### src/rtl/ddr_line_bridge_if.sv
`default_nettype none
// ============================================================================
// Module      : ddr_line_bridge_if
// Description : Bundles the two sides of the line bridge. One side carries the
//               cache line request/response signals; the other carries the
//               MIG-style app interface.
//               slave  - view used by the bridge (drives fins, read data and
//                        app commands; receives requests and DDR responses)
//               master - view used by the environment (cache + DDR model)
// Revision    : 1.0 - initial release
// ============================================================================
interface ddr_line_bridge_if #(
  parameter int ADDR_W = 27,
  parameter int DATA_W = 128
);
  localparam int MASK_W = DATA_W / 8;

  // cache side
  logic [ADDR_W-1:0] cache2DDR_rd_addr;
  logic              cache2DDR_rd_en;
  logic              DDR2cache_rd_fin;
  logic [DATA_W-1:0] DDR2cache_rd_data;
  logic [ADDR_W-1:0] cache2DDR_wr_addr;
  logic [DATA_W-1:0] cache2DDR_wr_data;
  logic              cache2DDR_wr_en;
  logic              DDR2cache_wr_fin;

  // DDR app side
  logic [ADDR_W-1:0] app_addr;
  logic [2:0]        app_cmd;
  logic              app_en;
  logic              app_rdy;
  logic [DATA_W-1:0] app_wdf_data;
  logic              app_wdf_wren;
  logic              app_wdf_end;
  logic [MASK_W-1:0] app_wdf_mask;
  logic              app_wdf_rdy;
  logic [DATA_W-1:0] app_rd_data;
  logic              app_rd_data_valid;

  modport slave (
    input  cache2DDR_rd_addr, cache2DDR_rd_en,
    input  cache2DDR_wr_addr, cache2DDR_wr_data, cache2DDR_wr_en,
    output DDR2cache_rd_fin, DDR2cache_rd_data, DDR2cache_wr_fin,
    output app_addr, app_cmd, app_en, app_wdf_data, app_wdf_wren,
    output app_wdf_end, app_wdf_mask,
    input  app_rdy, app_wdf_rdy, app_rd_data, app_rd_data_valid
  );

  modport master (
    output cache2DDR_rd_addr, cache2DDR_rd_en,
    output cache2DDR_wr_addr, cache2DDR_wr_data, cache2DDR_wr_en,
    input  DDR2cache_rd_fin, DDR2cache_rd_data, DDR2cache_wr_fin,
    input  app_addr, app_cmd, app_en, app_wdf_data, app_wdf_wren,
    input  app_wdf_end, app_wdf_mask,
    output app_rdy, app_wdf_rdy, app_rd_data, app_rd_data_valid
  );
endinterface
`default_nettype wire

### src/rtl/ddr_line_bridge.sv
`default_nettype none
// ============================================================================
// Module      : ddr_line_bridge
// Description : Converts 128-bit cache line read/write requests into MIG-style
//               app-interface commands. One transaction outstanding at a time;
//               writes are posted (wr_fin once DDR accepted cmd and data).
// Ports       : clk  - single clock
//               rst  - synchronous reset, active-high
//               bus  - ddr_line_bridge_if.slave (cache requests/fins, app
//                      command/write-data/read-data channels)
// Revision    : 1.0 - initial release
// ============================================================================
module ddr_line_bridge #(
  parameter int ADDR_W   = 27,
  parameter int DATA_W   = 128,
  parameter int OFFSET_W = 4
) (
  input  wire logic       clk,
  input  wire logic       rst,
  ddr_line_bridge_if.slave bus
);

  localparam logic [2:0] CMD_READ  = 3'b001;
  localparam logic [2:0] CMD_WRITE = 3'b000;

  typedef enum logic [1:0] {
    S_IDLE    = 2'd0,
    S_RD_CMD  = 2'd1,
    S_RD_WAIT = 2'd2,
    S_WR      = 2'd3
  } state_t;

  state_t state, state_next;

  logic              rd_en_q, wr_en_q;
  logic              rd_pend, wr_pend;
  logic [ADDR_W-1:0] rd_addr_q, wr_addr_q;
  logic [DATA_W-1:0] wr_data_q;
  logic              cmd_done, data_done;
  logic              rd_fin_q, wr_fin_q;
  logic [DATA_W-1:0] rd_data_q;

  logic              rd_edge, wr_edge;
  logic              cmd_acc, data_acc, wr_all_done, rd_acc, rd_ret;
  logic              app_en_c, wren_c;
  logic [2:0]        app_cmd_c;
  logic [ADDR_W-1:0] app_addr_c;
  logic [DATA_W-1:0] wdf_data_c;

  assign rd_edge = bus.cache2DDR_rd_en && !rd_en_q;
  assign wr_edge = bus.cache2DDR_wr_en && !wr_en_q;

  // Handshake qualifiers derived from the current-cycle drive values.
  assign rd_acc      = (state == S_RD_CMD) && bus.app_rdy;
  assign rd_ret      = (state == S_RD_WAIT) && bus.app_rd_data_valid;
  assign cmd_acc     = app_en_c && bus.app_rdy;
  assign data_acc    = wren_c && bus.app_wdf_rdy;
  // Command and data may complete in either order or together.
  assign wr_all_done = (state == S_WR) && (cmd_done || cmd_acc) && (data_done || data_acc);

  always_ff @(posedge clk) begin
    if (rst) begin
      state <= S_IDLE;
    end else begin
      state <= state_next;
    end
  end

  always_comb begin
    state_next = state;
    app_en_c   = 1'b0;
    app_cmd_c  = CMD_WRITE;
    app_addr_c = '0;
    wren_c     = 1'b0;
    wdf_data_c = '0;
    case (state)
      S_IDLE: begin
        // A request edge this cycle dispatches immediately; writes go first
        // so a read issued after a write to the same line sees new data.
        if (wr_pend || wr_edge) begin
          state_next = S_WR;
        end else if (rd_pend || rd_edge) begin
          state_next = S_RD_CMD;
        end
      end
      S_RD_CMD: begin
        app_en_c   = 1'b1;
        app_cmd_c  = CMD_READ;
        app_addr_c = {rd_addr_q[ADDR_W-1:OFFSET_W], {OFFSET_W{1'b0}}};
        if (bus.app_rdy) begin
          state_next = S_RD_WAIT;
        end
      end
      S_RD_WAIT: begin
        if (bus.app_rd_data_valid) begin
          state_next = S_IDLE;
        end
      end
      S_WR: begin
        app_en_c   = !cmd_done;
        app_cmd_c  = CMD_WRITE;
        app_addr_c = {wr_addr_q[ADDR_W-1:OFFSET_W], {OFFSET_W{1'b0}}};
        wren_c     = !data_done;
        wdf_data_c = wr_data_q;
        if (wr_all_done) begin
          state_next = S_IDLE;
        end
      end
      default: state_next = S_IDLE;
    endcase
  end

  always_ff @(posedge clk) begin
    if (rst) begin
      rd_en_q   <= 1'b0;
      wr_en_q   <= 1'b0;
      rd_pend   <= 1'b0;
      wr_pend   <= 1'b0;
      rd_addr_q <= '0;
      wr_addr_q <= '0;
      wr_data_q <= '0;
      cmd_done  <= 1'b0;
      data_done <= 1'b0;
      rd_fin_q  <= 1'b0;
      wr_fin_q  <= 1'b0;
      rd_data_q <= '0;
    end else begin
      rd_en_q  <= bus.cache2DDR_rd_en;
      wr_en_q  <= bus.cache2DDR_wr_en;
      rd_fin_q <= rd_ret;
      wr_fin_q <= wr_all_done;

      // A pending request is never both cleared and re-captured in one cycle:
      // an edge arriving while pend is set is dropped.
      if (rd_acc) begin
        rd_pend <= 1'b0;
      end
      if (rd_edge && !rd_pend) begin
        rd_pend   <= 1'b1;
        rd_addr_q <= bus.cache2DDR_rd_addr;
      end

      if (wr_all_done) begin
        wr_pend <= 1'b0;
      end
      if (wr_edge && !wr_pend) begin
        wr_pend   <= 1'b1;
        wr_addr_q <= bus.cache2DDR_wr_addr;
        wr_data_q <= bus.cache2DDR_wr_data;
      end

      if (wr_all_done || (state != S_WR)) begin
        cmd_done  <= 1'b0;
        data_done <= 1'b0;
      end else begin
        if (cmd_acc) begin
          cmd_done <= 1'b1;
        end
        if (data_acc) begin
          data_done <= 1'b1;
        end
      end

      if (rd_ret) begin
        rd_data_q <= bus.app_rd_data;
      end
    end
  end

  assign bus.app_en            = app_en_c;
  assign bus.app_cmd           = app_cmd_c;
  assign bus.app_addr          = app_addr_c;
  assign bus.app_wdf_wren      = wren_c;
  assign bus.app_wdf_end       = wren_c;
  assign bus.app_wdf_data      = wdf_data_c;
  assign bus.app_wdf_mask      = '0;
  assign bus.DDR2cache_rd_fin  = rd_fin_q;
  assign bus.DDR2cache_wr_fin  = wr_fin_q;
  assign bus.DDR2cache_rd_data = rd_data_q;

endmodule
`default_nettype wire

### src/flat_wrapper.sv
// flat-port wrapper written by rule: the top's interface ports become plain ports
module ddr_line_bridge_flat 
#(
  parameter int ADDR_W   = 27,
  parameter int DATA_W   = 128,
  parameter int OFFSET_W = 4
)
  (clk, rst, bus_cache2DDR_rd_addr, bus_cache2DDR_rd_en, bus_cache2DDR_wr_addr, bus_cache2DDR_wr_data, bus_cache2DDR_wr_en, bus_DDR2cache_rd_fin, bus_DDR2cache_rd_data, bus_DDR2cache_wr_fin, bus_app_addr, bus_app_cmd, bus_app_en, bus_app_wdf_data, bus_app_wdf_wren, bus_app_wdf_end, bus_app_wdf_mask, bus_app_rdy, bus_app_wdf_rdy, bus_app_rd_data, bus_app_rd_data_valid);
  ddr_line_bridge_if #(.ADDR_W(ADDR_W), .DATA_W(DATA_W)) bus_i ();
  input  wire logic clk;
  input  wire logic rst;
  input wire logic [$bits(bus_i.cache2DDR_rd_addr)-1:0] bus_cache2DDR_rd_addr;
  input wire logic [$bits(bus_i.cache2DDR_rd_en)-1:0] bus_cache2DDR_rd_en;
  input wire logic [$bits(bus_i.cache2DDR_wr_addr)-1:0] bus_cache2DDR_wr_addr;
  input wire logic [$bits(bus_i.cache2DDR_wr_data)-1:0] bus_cache2DDR_wr_data;
  input wire logic [$bits(bus_i.cache2DDR_wr_en)-1:0] bus_cache2DDR_wr_en;
  output wire logic [$bits(bus_i.DDR2cache_rd_fin)-1:0] bus_DDR2cache_rd_fin;
  output wire logic [$bits(bus_i.DDR2cache_rd_data)-1:0] bus_DDR2cache_rd_data;
  output wire logic [$bits(bus_i.DDR2cache_wr_fin)-1:0] bus_DDR2cache_wr_fin;
  output wire logic [$bits(bus_i.app_addr)-1:0] bus_app_addr;
  output wire logic [$bits(bus_i.app_cmd)-1:0] bus_app_cmd;
  output wire logic [$bits(bus_i.app_en)-1:0] bus_app_en;
  output wire logic [$bits(bus_i.app_wdf_data)-1:0] bus_app_wdf_data;
  output wire logic [$bits(bus_i.app_wdf_wren)-1:0] bus_app_wdf_wren;
  output wire logic [$bits(bus_i.app_wdf_end)-1:0] bus_app_wdf_end;
  output wire logic [$bits(bus_i.app_wdf_mask)-1:0] bus_app_wdf_mask;
  input wire logic [$bits(bus_i.app_rdy)-1:0] bus_app_rdy;
  input wire logic [$bits(bus_i.app_wdf_rdy)-1:0] bus_app_wdf_rdy;
  input wire logic [$bits(bus_i.app_rd_data)-1:0] bus_app_rd_data;
  input wire logic [$bits(bus_i.app_rd_data_valid)-1:0] bus_app_rd_data_valid;
  assign bus_i.cache2DDR_rd_addr = bus_cache2DDR_rd_addr;
  assign bus_i.cache2DDR_rd_en = bus_cache2DDR_rd_en;
  assign bus_i.cache2DDR_wr_addr = bus_cache2DDR_wr_addr;
  assign bus_i.cache2DDR_wr_data = bus_cache2DDR_wr_data;
  assign bus_i.cache2DDR_wr_en = bus_cache2DDR_wr_en;
  assign bus_DDR2cache_rd_fin = bus_i.DDR2cache_rd_fin;
  assign bus_DDR2cache_rd_data = bus_i.DDR2cache_rd_data;
  assign bus_DDR2cache_wr_fin = bus_i.DDR2cache_wr_fin;
  assign bus_app_addr = bus_i.app_addr;
  assign bus_app_cmd = bus_i.app_cmd;
  assign bus_app_en = bus_i.app_en;
  assign bus_app_wdf_data = bus_i.app_wdf_data;
  assign bus_app_wdf_wren = bus_i.app_wdf_wren;
  assign bus_app_wdf_end = bus_i.app_wdf_end;
  assign bus_app_wdf_mask = bus_i.app_wdf_mask;
  assign bus_i.app_rdy = bus_app_rdy;
  assign bus_i.app_wdf_rdy = bus_app_wdf_rdy;
  assign bus_i.app_rd_data = bus_app_rd_data;
  assign bus_i.app_rd_data_valid = bus_app_rd_data_valid;
  ddr_line_bridge #(.ADDR_W(ADDR_W), .DATA_W(DATA_W), .OFFSET_W(OFFSET_W)) u_core (.clk(clk), .rst(rst), .bus(bus_i));
endmodule
### config.mk
export PLATFORM = sky130hd
export DESIGN_NAME = ddr_line_bridge_flat
export DESIGN_NICKNAME = d
export VERILOG_FILES = /design/src/rtl/ddr_line_bridge_if.sv /design/src/rtl/ddr_line_bridge.sv /design/src/flat_wrapper.sv
export SDC_FILE = /design/constraint.sdc
export NUM_CORES = 1
export LEC_CHECK = 0
export ABC_AREA = 1
export BUFFER_PORTS_ARGS = -buffer_cell sky130_fd_sc_hd__buf_2
export CAP_MARGIN = 20
export CORE_AREA = 2 2 244 246
export CTS_CLUSTER_DIAMETER = 100
export DETAILED_ROUTE_END_ITERATION = 12
export DIE_AREA = 0 0 246 248
export PLACE_DENSITY = 0.49
export SETUP_SLACK_MARGIN = 0.2
export SLEW_MARGIN = 20
export SYNTH_ARGS = -nofsm -noshare
export SYNTH_HDL_FRONTEND = slang
export SYNTH_SLANG_ARGS = --single-unit
### constraint.sdc
create_clock -name clk -period 3.95 [get_ports clk]
set_input_delay 0.1975 -clock clk [delete_from_list [all_inputs] [get_ports clk]]
set_output_delay 0.1975 -clock clk [all_outputs]
set_load 0.05 [all_outputs]
Word-level counts from Yosys, hierarchy flattened. Cells that the tools add are included.

Reduce and logical (&&, ||, !) cells: 26. Eq/ne operators: 8. Muxes and demuxes: 15.

Operators with widths (number): 128-bit two-way mux (1); 27-bit one-hot mux with 2 select lines (1); 1-bit logical AND (10); 2-bit two-way mux (5); 2-bit one-hot mux with 4 select lines (1); 1-bit logical NOT (6); 1-bit two-way mux (6); 2-bit inequality test, second input constant (3); 1-bit logical OR (5); 2-bit == test, second input constant (2); 4-bit AND reduction (1); 2-bit nonzero test (2); 3-bit by 1-bit inequality test with 1-bit output, second input constant (1); 2-bit by 1-bit == test with 1-bit output, second input constant (1); 2-bit logical NOT (1); 2-bit by 1-bit inequality test with 1-bit output, second input constant (1); 1-bit one-hot mux with 2 select lines (1); 2-bit OR reduction (1).

Logic and storage cells: 62. Flip-flop bits (word level): 320.

Depth between registers and ports, before layout.
Word-level depth: 8. Mapped depth: 8. Gate-level depth less buffers: 8.

Worst setup path before layout. OpenSTA, ideal clock, no wires.

Path kind: register -> output. Start point: register u_core.state[0]. End point: output bus_app_wdf_wren. Data arrival time: 1.871 ns. Setup slack: 1.881 ns. Stages on the path, launching flop included: 6. Path buffers: 3. Cells stage by stage: dfxtp_1 nand2_1 buf_2 clkbuf_1 nor2_1 buf_4.

Cells in the longest elaborated chain, start to end: 2.

RTL lines: start, declared (RTL line ddr_line_bridge.sv:33) `state_t state, state_next;`; start signal, assigned (RTL line ddr_line_bridge.sv:65) `state <= state_next;`; 2-bit == test (RTL line ddr_line_bridge.sv:76) `case (state)`; 1-bit two-way mux (RTL line ddr_line_bridge.sv:76); end, declared (RTL line flat_wrapper.sv:24) `output wire logic [$bits(bus_i.app_wdf_wren)-1:0] bus_app_wdf_wren;`.

Every way passes these cells.

Final worst setup path.
Start point: register u_core.state[1]. End point: output bus_app_addr[16].

Cells in the longest elaborated chain, start to end: 2. Elaborated cells between the ends (all ways): 3.

RTL lines: 2-bit == test / 2-bit by 1-bit == test with 1-bit output (equally long branches) (RTL line ddr_line_bridge.sv:76); 27-bit one-hot mux with 2 select lines * (RTL line ddr_line_bridge.sv:76); end, declared (RTL line flat_wrapper.sv:20) `output wire logic [$bits(bus_i.app_addr)-1:0] bus_app_addr;`.

Every way passes the cells marked *; elsewhere a longest branch is shown, timed or not.

==> insert_results.sql <==
INSERT INTO impl_metrics (metric_group, metric, value, unit) VALUES
('status', 'outcome', 'finished clean', ''),
('min_path', 'worstHoldPathType', 'in2reg', ''),
('yosys', 'synth-xor-area-share', '0', '%'),
('sta', 'totalNegativeSetupSlack', '0', 'ps'),
('flow_run', 'max_cap_violations', '0', ''),
('critical_path', 'path_class', 'reg2out', ''),
('sta', 'period_share', '71.2', '%'),
('clock_network', 'clkSinkCount', '312', ''),
('floorplanning', 'top_level_ports', '624', ''),
('layout', 'mostFrequentLayoutCell', 'sky130_fd_sc_hd__buf_2', ''),
('critical_path', 'crit_required', '3750', 'ps'),
('floorplanning', 'initial_core_util', '20.8', '%'),
('power', 'total_leakage_power', '0.00898', 'uW'),
('min_path', 'min-delay-start', 'rst', ''),
('yosys', 'synth-seq-area-share', '51.4', '%'),
('critical_path', 'critical_path_buf_inv_count', '2', ''),
('sta', 'report.final.setup_viol', '0', ''),
('clock_network', 'cts.repair.resized', '0', ''),
('floorplanning', 'die_h', '248', 'um'),
('detailed_routing', 'route.final.wire_length', '44.4', 'mm'),
('yosys', 'yosysUniqueCellTypes', '23', ''),
('critical_path', 'startpoint_type', 'flop', ''),
('clock_network', 'post_cts_hold_buffer_count', '294', ''),
('yosys', 'largest_family_of_logic_cells_by_synthesized_area', 'compound AO/OA/AOI/OAI gates', ''),
('global_routing', 'grt.overflow.total', '0', ''),
('critical_path', 'timing.critical_path.cells', 'nand2_4 -> buf_4 -> o22ai_1 -> buf_2', ''),
('layout', 'fraction_of_layout_cells_with_a_size_suffix_above_1', '27.8', '%'),
('detailed_routing', 'drt-pass1-iter-count', '6', ''),
('power', 'power_switching', '4210', 'uW'),
('clock_network', 'cts_tree', 'done', ''),
('power', 'p_comb_share', '33.0', '%'),
('placement', 'place_area', '15500', 'um^2'),
('critical_path', 'critical-path-top-delay-family', 'buffers and inverters', ''),
('detailed_routing', 'route.detailed.drc', '0', ''),
('clock_network', 'postCtsSetupBuffers', '0', ''),
('floorplanning', 'rows', '89', ''),
('critical_path', 'worst_setup_path_end_kind', 'output port', ''),
('power', 'seq_power_share', '35.0', '%'),
('yosys', 'synth.ff_latch_count', '312', ''),
('sta', 'worst-slew-pin-transition', '1030', 'ps'),
('critical_path', 'worst_ep_arrival_time', '2620', 'ps'),
('global_routing', 'pin_count_of_the_biggest_net_entering_global_routing', '139', ''),
('critical_path', 'timing.critical_path.slowest_cell_delay', '500', 'ps'),
('placement', 'place.gp.congestion', '0.829', ''),
('layout', 'nets', '2711', ''),
('layout', 'area_growth', '62.2', '%'),
('power', 'power_density', '553', 'nW/um^2'),
('sta', 'report.final.hold_viol_count', '0', ''),
('layout', 'leading_cell_types_in_the_layout_fill_and_taps_excluded', 'sky130_fd_sc_hd__buf_2 (593), sky130_fd_sc_hd__inv_1 (315), sky130_fd_sc_hd__dfxtp_1 (312)', ''),
('sta', 'slew_violations', '0', ''),
('yosys', 'post_synthesis_share_of_cell_area_spent_on_full_adders_half_adders_and_majority_gates', '0', '%'),
('sta', 'timing.slew.headroom', '31.5', '%'),
('power', 'fin_total_pwr', '10900', 'uW'),
('yosys', 'synth.avg_cell_area', '7.74', 'um^2'),
('critical_path', 'critPathMaxFanout', '72', ''),
('detailed_routing', 'post_drt_via_cell_ratio', '4.12', ''),
('floorplanning', 'design.core.area', '58500', 'um^2'),
('yosys', 'synth_compound_gate_area_share', '26.5', '%'),
('sta', 'fin_skew', '12.0', 'ps'),
('detailed_routing', 'routed_wire_length_per_instance', '13.9', 'um'),
('critical_path', 'critPathLaunch', 'u_core.state[1]', ''),
('yosys', 'synth_simple_gate_area_share', '5.19', '%'),
('sta', 'clock_period_minus_worst_slack', '2810', 'ps'),
('global_routing', 'grt_antenna_before_repair', '4', ''),
('sta', 'unrepaired_setup_endpoints_after_global_routing', 'no', ''),
('placement', 'hpwl', '30.2', 'mm'),
('yosys', 'synth_flop_cell', 'sky130_fd_sc_hd__dfxtp_1', ''),
('global_routing', 'grt_pass1_vias', '12700', ''),
('yosys', 'postSynthCellCount', '1570', ''),
('critical_path', 'worstRegToRegCells', '4', ''),
('yosys', 'synth-edff-count', '0', '');
worst paths after layout:
| path | slack (ps) | to |
|---|---|---|
| worst max-delay path | 1140 | bus_app_addr[16] |
| worst min-delay path | 30 | u_core.wr_en_q |
| worst max register to register | 1790 | u_core.bus.DDR2cache_rd_data[56] |
| worst min register to register | 440 | u_core.bus.DDR2cache_rd_data[123] |
cell type report:
type,instances,area (um^2),share of cell area (%)
multi-input combinational,820,3940,20.0
clock buffer,54,1070,5.43
inverter,318,1200,6.10
antenna,6,15.0,0.0762
sequential,312,6250,31.7
timing repair buffer,905,6100,30.9
clock inverter,11,163,0.826
tap,773,967,4.91
registers in the layout (all words and copies together) (netlist names):
register,flops
u_core.bus.DDR2cache_rd_data,128
u_core.wr_data_q,128
u_core.rd_addr_q,23
u_core.wr_addr_q,23
u_core.state,2
u_core.bus.DDR2cache_rd_fin,1
u_core.bus.DDR2cache_wr_fin,1
u_core.cmd_done,1
u_core.data_done,1
u_core.rd_en_q,1
u_core.rd_pend,1
u_core.wr_en_q,1
u_core.wr_pend,1
kinds of logic (layout without fill, tap and decap cells):
kind of cell	after synthesis	after routing
AO/OA/AOI/OAI	635	635
buffers and inverters	459	1288
flip-flops	312	312
other	1	28
AND/OR/NAND/NOR	163	163
metal layers:
layer / GRT usage (%) / vias up / part of all wire [%]
met1: 15.0 / 5937 / 40
met5: 0 / - / 0
met3: 4.68 / 86 / 8.9
li1: - / 6610 / -
met2: 23.4 / 531 / 48
met4: 5.17 / 0 / 3.2
synthesized netlist by cell type, types with 2 or more instances:
cell type	count	share of area, %
sky130_fd_sc_hd__inv_1	315	9.7
sky130_fd_sc_hd__buf_6	20	1.9
sky130_fd_sc_hd__clkbuf_2	10	0.41
sky130_fd_sc_hd__buf_4	40	2.5
sky130_fd_sc_hd__o22ai_1	23	1.2
sky130_fd_sc_hd__nand3_1	5	0.21
sky130_fd_sc_hd__nor2_1	139	4.3
sky130_fd_sc_hd__buf_2	14	0.58
sky130_fd_sc_hd__nand2_1	16	0.49
sky130_fd_sc_hd__clkbuf_1	55	1.7
sky130_fd_sc_hd__o21ai_1	47	1.9
sky130_fd_sc_hd__o21ai_0	257	11
sky130_fd_sc_hd__inv_2	2	0.062
sky130_fd_sc_hd__buf_1	2	0.062
sky130_fd_sc_hd__dfxtp_1	312	51
sky130_fd_sc_hd__a21oi_1	306	13
per-stage QoR:
step / hold WS [ps] / setup slack, ps / std cells / utilization [%]
final: 30.1 / 1140 / 3199 / 33.7
after global routing: 20.4 / 988 / 3196 / 33.7
after CTS: 1.61 / 1080 / 3193 / 33.7
after detailed placement: 433 / 1680 / 2834 / 26.5
after global placement: 423 / 1680 / 2834 / 26.5
after floorplan: 267 / 1880 / 1591 / -
power groups by stage:
stage                     sequential [uW]  combinational, uW  clock, uW
final                                3820               3600       3480
after global routing                 3870               3860       3750
after CTS                            3810               3610       3630
after detailed placement             3870               3360          0
after global placement               3860               3350          0
after floorplan                      4860               1540          0
Note: power is estimated with default switching activity, not from simulation.
